<file path="config.mk">
export PLATFORM = sky130hd
export DESIGN_NAME = mem_port_arbiter
export DESIGN_NICKNAME = d
export VERILOG_FILES = /design/src/rtl/mem_arb_pkg.sv /design/src/rtl/mem_lane_align.sv /design/src/rtl/mem_port_arbiter.sv
export SDC_FILE = /design/constraint.sdc
export NUM_CORES = 1
export LEC_CHECK = 0
export ABC_AREA = 1
export CORE_ASPECT_RATIO = 0.5
export CORE_UTILIZATION = 43
export CTS_CLUSTER_DIAMETER = 200
export DETAILED_ROUTE_END_ITERATION = 8
export GPL_TIMING_DRIVEN = 0
export PLACE_DENSITY = 0.86
export SLEW_MARGIN = 15
export SYNTH_ARGS = -nofsm -noshare
export SYNTH_HDL_FRONTEND = slang
export SYNTH_HIERARCHICAL = 1
export SYNTH_SLANG_ARGS = --single-unit
</file>
<file path="constraint.sdc">
create_clock -name ACLK -period 2.6 [get_ports ACLK]
set_input_delay 0.78 -clock ACLK [delete_from_list [all_inputs] [get_ports ACLK]]
set_output_delay 0.78 -clock ACLK [all_outputs]
set_load 0.005 [all_outputs]
</file>
<file path="src/rtl/mem_arb_pkg.sv">
// mem_arb_pkg: shared state/owner types, access-size codes and lane helpers
// used by mem_port_arbiter and mem_lane_align.
package mem_arb_pkg;

  typedef enum logic [1:0] {
    IDLE    = 2'd0,
    BUSY    = 2'd1,
    ERRRESP = 2'd2
  } state_t;

  typedef enum logic {
    OWN_IF = 1'b0,
    OWN_LS = 1'b1
  } owner_t;

  localparam logic [1:0] SZ_BYTE = 2'd0;
  localparam logic [1:0] SZ_HALF = 2'd1;
  localparam logic [1:0] SZ_WORD = 2'd2;

  // Byte enables for an access of the given size at the given byte offset.
  function automatic logic [3:0] calc_be(input logic [1:0] size, input logic [1:0] addrLo);
    logic [3:0] be;
    case (size)
      SZ_BYTE: be = 4'b0001 << addrLo;
      SZ_HALF: be = addrLo[1] ? 4'b1100 : 4'b0011;
      SZ_WORD: be = 4'b1111;
      default: be = 4'b0000;
    endcase
    return be;
  endfunction

  // True for accesses the memory port must never see (bad alignment or size 3).
  function automatic logic is_misaligned(input logic [1:0] size, input logic [1:0] addrLo);
    logic mis;
    case (size)
      SZ_BYTE: mis = 1'b0;
      SZ_HALF: mis = addrLo[0];
      SZ_WORD: mis = (addrLo != 2'b00);
      default: mis = 1'b1;
    endcase
    return mis;
  endfunction

endpackage

</file>
<file path="src/rtl/mem_lane_align.sv">
// mem_lane_align: combinational byte-lane logic. Request side produces byte
// enables and lane-replicated write data; response side extracts the
// addressed lane(s) from the read word and zero-extends them.
module mem_lane_align
  import mem_arb_pkg::*;
(
  input  logic [1:0]  reqSize,
  input  logic [1:0]  reqAddrLo,
  input  logic [31:0] reqWdata,
  output logic [3:0]  reqBe,
  output logic [31:0] reqWdataRep,
  input  logic [1:0]  rspSize,
  input  logic [1:0]  rspAddrLo,
  input  logic [31:0] rspData,
  output logic [31:0] rspDataExt
);

  logic [7:0] laneByte [4];

  generate
    for (genvar gi = 0; gi < 4; gi++) begin : gLane
      assign laneByte[gi] = rspData[8*gi +: 8];
    end
  endgenerate

  assign reqBe = calc_be(reqSize, reqAddrLo);

  // Replicate the right-justified store data across every lane it may land on.
  always_comb begin
    reqWdataRep = reqWdata;
    case (reqSize)
      SZ_BYTE: reqWdataRep = {4{reqWdata[7:0]}};
      SZ_HALF: reqWdataRep = {2{reqWdata[15:0]}};
      default: reqWdataRep = reqWdata;
    endcase
  end

  // Pick the addressed lane(s) of the read word and right-justify them.
  always_comb begin
    rspDataExt = '0;
    case (rspSize)
      SZ_BYTE: rspDataExt = {24'h0, laneByte[rspAddrLo]};
      SZ_HALF: rspDataExt = rspAddrLo[1] ? {16'h0, laneByte[3], laneByte[2]}
                                         : {16'h0, laneByte[1], laneByte[0]};
      default: rspDataExt = rspData;
    endcase
  end

endmodule

</file>
<file path="src/rtl/mem_port_arbiter.sv">
// mem_port_arbiter: shares one memory port between instruction fetch (IF) and
// load/store (LS). Grants are combinational in IDLE, the access is latched on
// grant, strobes run until MEM_ACK or the MAX_WAIT timeout, and the owner gets
// a one-cycle RVALID pulse with ERR.
// Build option: define ARB_RR_EN for round-robin arbitration on collisions;
// otherwise LS always wins and no pointer register exists.
module mem_port_arbiter
  import mem_arb_pkg::*;
#(
  parameter int MAX_WAIT = 15
) (
  input  logic        ACLK,
  input  logic        RESET,
  input  logic        IF_REQ,
  input  logic [31:0] IF_ADDR,
  output logic        IF_GNT,
  output logic        IF_RVALID,
  output logic [31:0] IF_RDATA,
  output logic        IF_ERR,
  input  logic        LS_REQ,
  input  logic        LS_WE,
  input  logic [1:0]  LS_SIZE,
  input  logic [31:0] LS_ADDR,
  input  logic [31:0] LS_WDATA,
  output logic        LS_GNT,
  output logic        LS_RVALID,
  output logic [31:0] LS_RDATA,
  output logic        LS_ERR,
  output logic [31:0] ADDR,
  output logic [31:0] DATA_O,
  output logic [3:0]  BE,
  output logic        WRSTB,
  output logic        RDSTB,
  input  logic [31:0] DATA_I,
  input  logic        MEM_ACK
);

  state_t      stateReg, stateNext;
  logic [7:0]  waitReg, waitNext;
  logic        readyReg;
  owner_t      ownerReg;
  logic        weReg;
  logic [1:0]  sizeReg;
  logic        ifGnt, lsGnt, anyGnt, preferLs;
  logic        done, doneErr;
  logic [31:0] selAddr;
  logic [1:0]  selSize;
  logic        selMis;
  logic [3:0]  laneBe;
  logic [31:0] laneWdata, laneRdata;

`ifdef ARB_RR_EN
  owner_t ptrReg;

  assign preferLs = (ptrReg == OWN_LS);

  // Hand priority to whichever requester did not get the last grant.
  always_ff @(posedge ACLK) begin
    if (RESET) begin
      ptrReg <= OWN_LS;
    end else if (anyGnt) begin
      ptrReg <= lsGnt ? OWN_IF : OWN_LS;
    end
  end
`else
  assign preferLs = 1'b1;
`endif

  // Grant only from IDLE once out of reset; a collision goes to the preferred side.
  always_comb begin
    ifGnt = 1'b0;
    lsGnt = 1'b0;
    if (readyReg && !RESET && stateReg == IDLE) begin
      if (IF_REQ && LS_REQ) begin
        lsGnt = preferLs;
        ifGnt = !preferLs;
      end else begin
        lsGnt = LS_REQ;
        ifGnt = IF_REQ;
      end
    end
  end

  assign anyGnt  = ifGnt | lsGnt;
  assign IF_GNT  = ifGnt;
  assign LS_GNT  = lsGnt;
  assign selAddr = lsGnt ? LS_ADDR : IF_ADDR;
  assign selSize = lsGnt ? LS_SIZE : SZ_WORD;
  assign selMis  = is_misaligned(selSize, selAddr[1:0]);

  assign WRSTB = !RESET && (stateReg == BUSY) && weReg;
  assign RDSTB = !RESET && (stateReg == BUSY) && !weReg;

  mem_lane_align uAlign (
    .reqSize     (selSize),
    .reqAddrLo   (selAddr[1:0]),
    .reqWdata    (LS_WDATA),
    .reqBe       (laneBe),
    .reqWdataRep (laneWdata),
    .rspSize     (sizeReg),
    .rspAddrLo   (ADDR[1:0]),
    .rspData     (DATA_I),
    .rspDataExt  (laneRdata)
  );

  // Next state, wait counter and completion decode.
  always_comb begin
    stateNext = stateReg;
    waitNext  = waitReg;
    done      = 1'b0;
    doneErr   = 1'b0;
    case (stateReg)
      IDLE: begin
        if (anyGnt) begin
          stateNext = selMis ? ERRRESP : BUSY;
          waitNext  = '0;
        end
      end
      BUSY: begin
        if (MEM_ACK) begin
          stateNext = IDLE;
          done      = 1'b1;
        end else begin
          waitNext = waitReg + 8'd1;
          if (waitReg + 8'd1 == 8'(MAX_WAIT)) begin
            stateNext = IDLE;
            done      = 1'b1;
            doneErr   = 1'b1;
          end
        end
      end
      ERRRESP: begin
        stateNext = IDLE;
        done      = 1'b1;
        doneErr   = 1'b1;
      end
      default: stateNext = IDLE;
    endcase
  end

  // State, wait counter and the post-reset readiness flag.
  always_ff @(posedge ACLK) begin
    if (RESET) begin
      stateReg <= IDLE;
      waitReg  <= '0;
      readyReg <= 1'b0;
    end else begin
      stateReg <= stateNext;
      waitReg  <= waitNext;
      readyReg <= 1'b1;
    end
  end

  // Latch the granted access and produce the owner's response pulse.
  always_ff @(posedge ACLK) begin
    if (RESET) begin
      ADDR      <= '0;
      BE        <= '0;
      DATA_O    <= '0;
      weReg     <= 1'b0;
      sizeReg   <= SZ_BYTE;
      ownerReg  <= OWN_IF;
      IF_RVALID <= 1'b0;
      IF_ERR    <= 1'b0;
      IF_RDATA  <= '0;
      LS_RVALID <= 1'b0;
      LS_ERR    <= 1'b0;
      LS_RDATA  <= '0;
    end else begin
      IF_RVALID <= done && (ownerReg == OWN_IF);
      IF_ERR    <= done && doneErr && (ownerReg == OWN_IF);
      IF_RDATA  <= (done && !doneErr && ownerReg == OWN_IF) ? DATA_I : '0;
      LS_RVALID <= done && (ownerReg == OWN_LS);
      LS_ERR    <= done && doneErr && (ownerReg == OWN_LS);
      LS_RDATA  <= (done && !doneErr && !weReg && ownerReg == OWN_LS) ? laneRdata : '0;
      if (anyGnt) begin
        ADDR     <= selAddr;
        BE       <= lsGnt ? laneBe : 4'b0000;
        DATA_O   <= (lsGnt && LS_WE) ? laneWdata : '0;
        weReg    <= lsGnt && LS_WE;
        sizeReg  <= selSize;
        ownerReg <= lsGnt ? OWN_LS : OWN_IF;
      end
    end
  end

endmodule

</file>
==> results by group <==
Worst setup path
  • CP max stage cell: clkdlybuf4s50_1
  • Worst Path Required: 1.82 ns
  • CP max stage delay: 0.50 ns
  • Max FO, Critical Path: 3
  • Data arrival, critical path: 1.74 ns
  • Critical path type: primary input to output port
  • Crit path cell chain: clkdlybuf4s50_1 > inv_1 > nor2_4 > dlygate4sd2_1
  • Critical Path Source Type: primary input
  • Worst Setup End Kind: output port

Placed design
  • Detailed placement HPWL: 17.2 mm
  • Cell Area, Placed: 0.00975 sq mm
  • I/O Buffers: 273
  • Gpl congestion: 0.894
  • Dpl ws: -0.764 ns

STA
  • Hold Fails Final Rpt: 0
  • # setup viols final: 0
  • Slew of the pin with the lowest slew margin: 0.617 ns
  • Max_slew headroom: 0.587
  • Max frequency: 0.396 GHz
  • Final setup skew: 0.0147 ns
  • Crit path time final: 2.52 ns
  • Final Max Tran Viols: 0
  • Fin crit share: 0.971
  • TNS Setup: 0 ns
  • RSZ-0062 raised after global routing: no
  • Worst setup margin: 0.0764 ns

Logic synthesis
  • Syn_nets: 1,064
  • Yosys warns: 6
  • Distinct cells, synth: 36
  • Synthesized area per cell: 7.33 sq um
  • Yosys reg bits: 151
  • Synth top area cells: dfxtp_1 (45%), nand2_1 (15%), inv_1 (5.4%), nand3_1 (4.7%), nor3_2 (4.1%)
  • Top cell type's share of synthesized area: 0.447
  • Share of the yosys chip area belonging to registers: 0.447
  • Synth Flop Type: dfxtp_1
  • Syn Std Cell Area: 0.00677 sq mm
  • Post-synth top area cell: dfxtp_1
  • Mapped Cells: 923
  • Number of flops mapped to enable cells by yosys: 0
  • Post-synth ARST share: 0

Clock tree
  • Clock root cell: clkbuf_16
  • CTS Buffer Depth: 2
  • Sink Count: 151
  • CTS tree: done
  • Num CTS Buffers: 17
  • Clock Pin Slew Worst Setup and Hold Paths: 0.06 ns
  • Clk_lat worst skew: 0.41 ns
  • H-tree depth: 4
  • CTS Hold Buffers Added: 0

Pwr
  • Sw frac: 0.333
  • Peak supply drop: 0.530 mV
  • Int Power: 4.84 mW
  • Share of power burned in registers: 0.366
  • PwrDens: 701 mW/mm^2
  • P_sw: 2.42 mW
  • Clk pwr share: 0.330
  • LEAKAGE: 4.31 nW
  • Pwr Total: 7.27 mW
  • Logic pwr share: 0.304

Floorplan
  • Initial Util: 0.454
  • Core area: 0.0149 sq mm
  • FP Rows: 31
  • Die width: 179 um
  • I/O pin cnt: 276
  • Die ar.: 0.0163 sq mm
  • Die Ht: 90.7 um

Final layout
  • NumNets Final: 1,359
  • Area grow syn2layout: 53.3%
  • Ratio of cells with drive above 1 in the final layout: 0.135
  • Design area: 0.0104 sq mm
  • Fillers: 1,186
  • Final Util: 0.696
  • ANT cells: 0

Global route
  • Total grt overflow: 0
  • First-pass GRT wire length: 35.8 mm
  • Vias in the first global route: 7,026
  • Initial antenna violation count: 0
  • Largest net degree at the start of global routing: 17
  • Total GRT Usage: 0.277

Detailed routing
  • Routed wire length: 22.4 mm
  • M1 wire length: 9.48 mm
  • Initial drt markers: 600
  • Vias: 7,196
  • Drt pass-1 iters: 7
  • Highest metal used: met4
  • Antenna-violating nets left: 0
  • Metal3 WL: 1.34 mm
  • Met2 WL: 11.1 mm
  • Remaining DRCs: 0
  • Drt via density: 5.04
  • Avg WL per Cell: 15.7 um

Flow run
  • Maxcap violations: 0

Worst hold path
  • Worst hold path type: flip-flop to flip-flop

Status
  • Status: finished clean
-- cell type report --
class / instances / area [sq um] / area share
clock buffers: 18 / 429 / 0.0414
multi-input cells: 590 / 2940 / 0.283
repair buffers: 277 / 2760 / 0.266
well taps: 198 / 248 / 0.0239
plain buffers: 60 / 378 / 0.0364
flip-flops and latches: 151 / 3020 / 0.292
clock inverters: 14 / 140 / 0.0135
inverters: 121 / 457 / 0.0440
-- power by group through the flow --
| stage | sequential [mW] | clock, mW | combinational (mW) |
|---|---|---|---|
| after floorplan | 2.70 | 0 | 1.21 |
| after global placement | 2.69 | 0 | 2.05 |
| after detailed placement | 2.70 | 0 | 2.10 |
| after CTS | 2.66 | 2.41 | 2.15 |
| after global routing | 2.68 | 2.53 | 2.40 |
| final | 2.66 | 2.40 | 2.21 |
-- kinds of logic (layout without fill, tap and decap cells) --
group | after synthesis | after routing | share of synthesized area
and+or+nand+nor | 442 | 442 | 0.304
buffers and inverters | 182 | 490 | 0.124
DFF | 151 | 151 | 0.447
AOI/OAI and AO/OA | 142 | 142 | 0.115
adders and majority gates | 5 | 5 | 0.00925
xor gates and xnor gates | 1 | 1 | 0.00129
-- path summary, 6_finish.rpt --
| check | startpoint | end | slack, ns | cells past startpoint |
|---|---|---|---|---|
| min reg2reg | ownerReg | IF_ERR | 0.46 | 1 |
| max | LS_REQ | LS_GNT | 0.08 | 4 |
| max reg2reg | stateReg[0] | DATA_O[9] | 0.28 | 13 |
| min | ownerReg | IF_ERR | 0.46 | 1 |
-- per-stage QoR --
step / instances / hold slack, ns
global route: 1429 / 0.476
floorplan: 923 / 0.423
finish: 1429 / 0.462
global placement: 1394 / 0.442
detailed placement: 1394 / 0.455
CTS: 1429 / 0.464
-- registers in the layout (all words and copies together) (netlist names), 2 cells and up --
register / flops
DATA_O: 32
IF_RDATA: 32
ADDR: 32
BE: 4
waitReg: 8
stateReg: 2
sizeReg: 2
LS_RDATA: 32
-- synth_stat cells (2+ instances only) --
cell and count:
buf_4 13, or2_1 2, buf_6 10, inv_1 97
clkbuf_1 20, a21oi_1 46, nand2_1 268, nor3_2 28
nand2_2 9, nand3b_1 2, a31oi_1 30, nor2_1 40
inv_2 24, a22oi_1 2, buf_1 2, nor3_1 5
nor2_2 17, o21ai_0 45, o21ai_1 8, nand3_1 64
a211oi_1 2, o211ai_1 5, o22ai_1 2, ha_1 5
o21a_1 2, buf_2 15, dfxtp_1 151
-- cells in the final DEF (no fill, tap or decap), types with 2 or more instances in the layout --
master and n:
o21a_1 2, nor3_1 5, o21ai_0 45, nor2_2 18, nor3_2 28, dlygate4sd2_1 4, buf_2 15, inv_6 4
inv_2 25, buf_4 17, clkbuf_16 17, inv_1 95, clkinv_4 2, dfxtp_1 151, nand2_2 11, a211oi_1 2
o22ai_1 2, nand3b_1 2, ha_1 3, clkdlybuf4s50_1 269, nor2_4 2, clkbuf_1 21, a22oi_1 2, a31oi_1 30
inv_8 2, buf_6 10, a21oi_1 46, nand3_1 64, o21ai_1 8, nand2_1 266, clkinvlp_4 4, nor2_1 38
o211ai_1 5, or2_1 2
-- timing repair --
item | CTS | global route
resized for setup | 10 | 5
buffers inserted | 4 | 0
endpoints found under the setup margin | 4 | 16
gates cloned | 0 | 0
pin swaps | 2 | 1
-- worst max-delay path, delay by kind of cell --
kind	cells	cell delay (ns)
simple gates	1	0.13
buf+inv	3	0.83
-- metal layers --
metal  vias up  GRT usage
li1       3506          -
met1      3352      0.344
met2       298      0.488
met3        40     0.0442
met4         0     0.0826
met5         -          0
No activity file was read; power rests on OpenSTA's default activity.
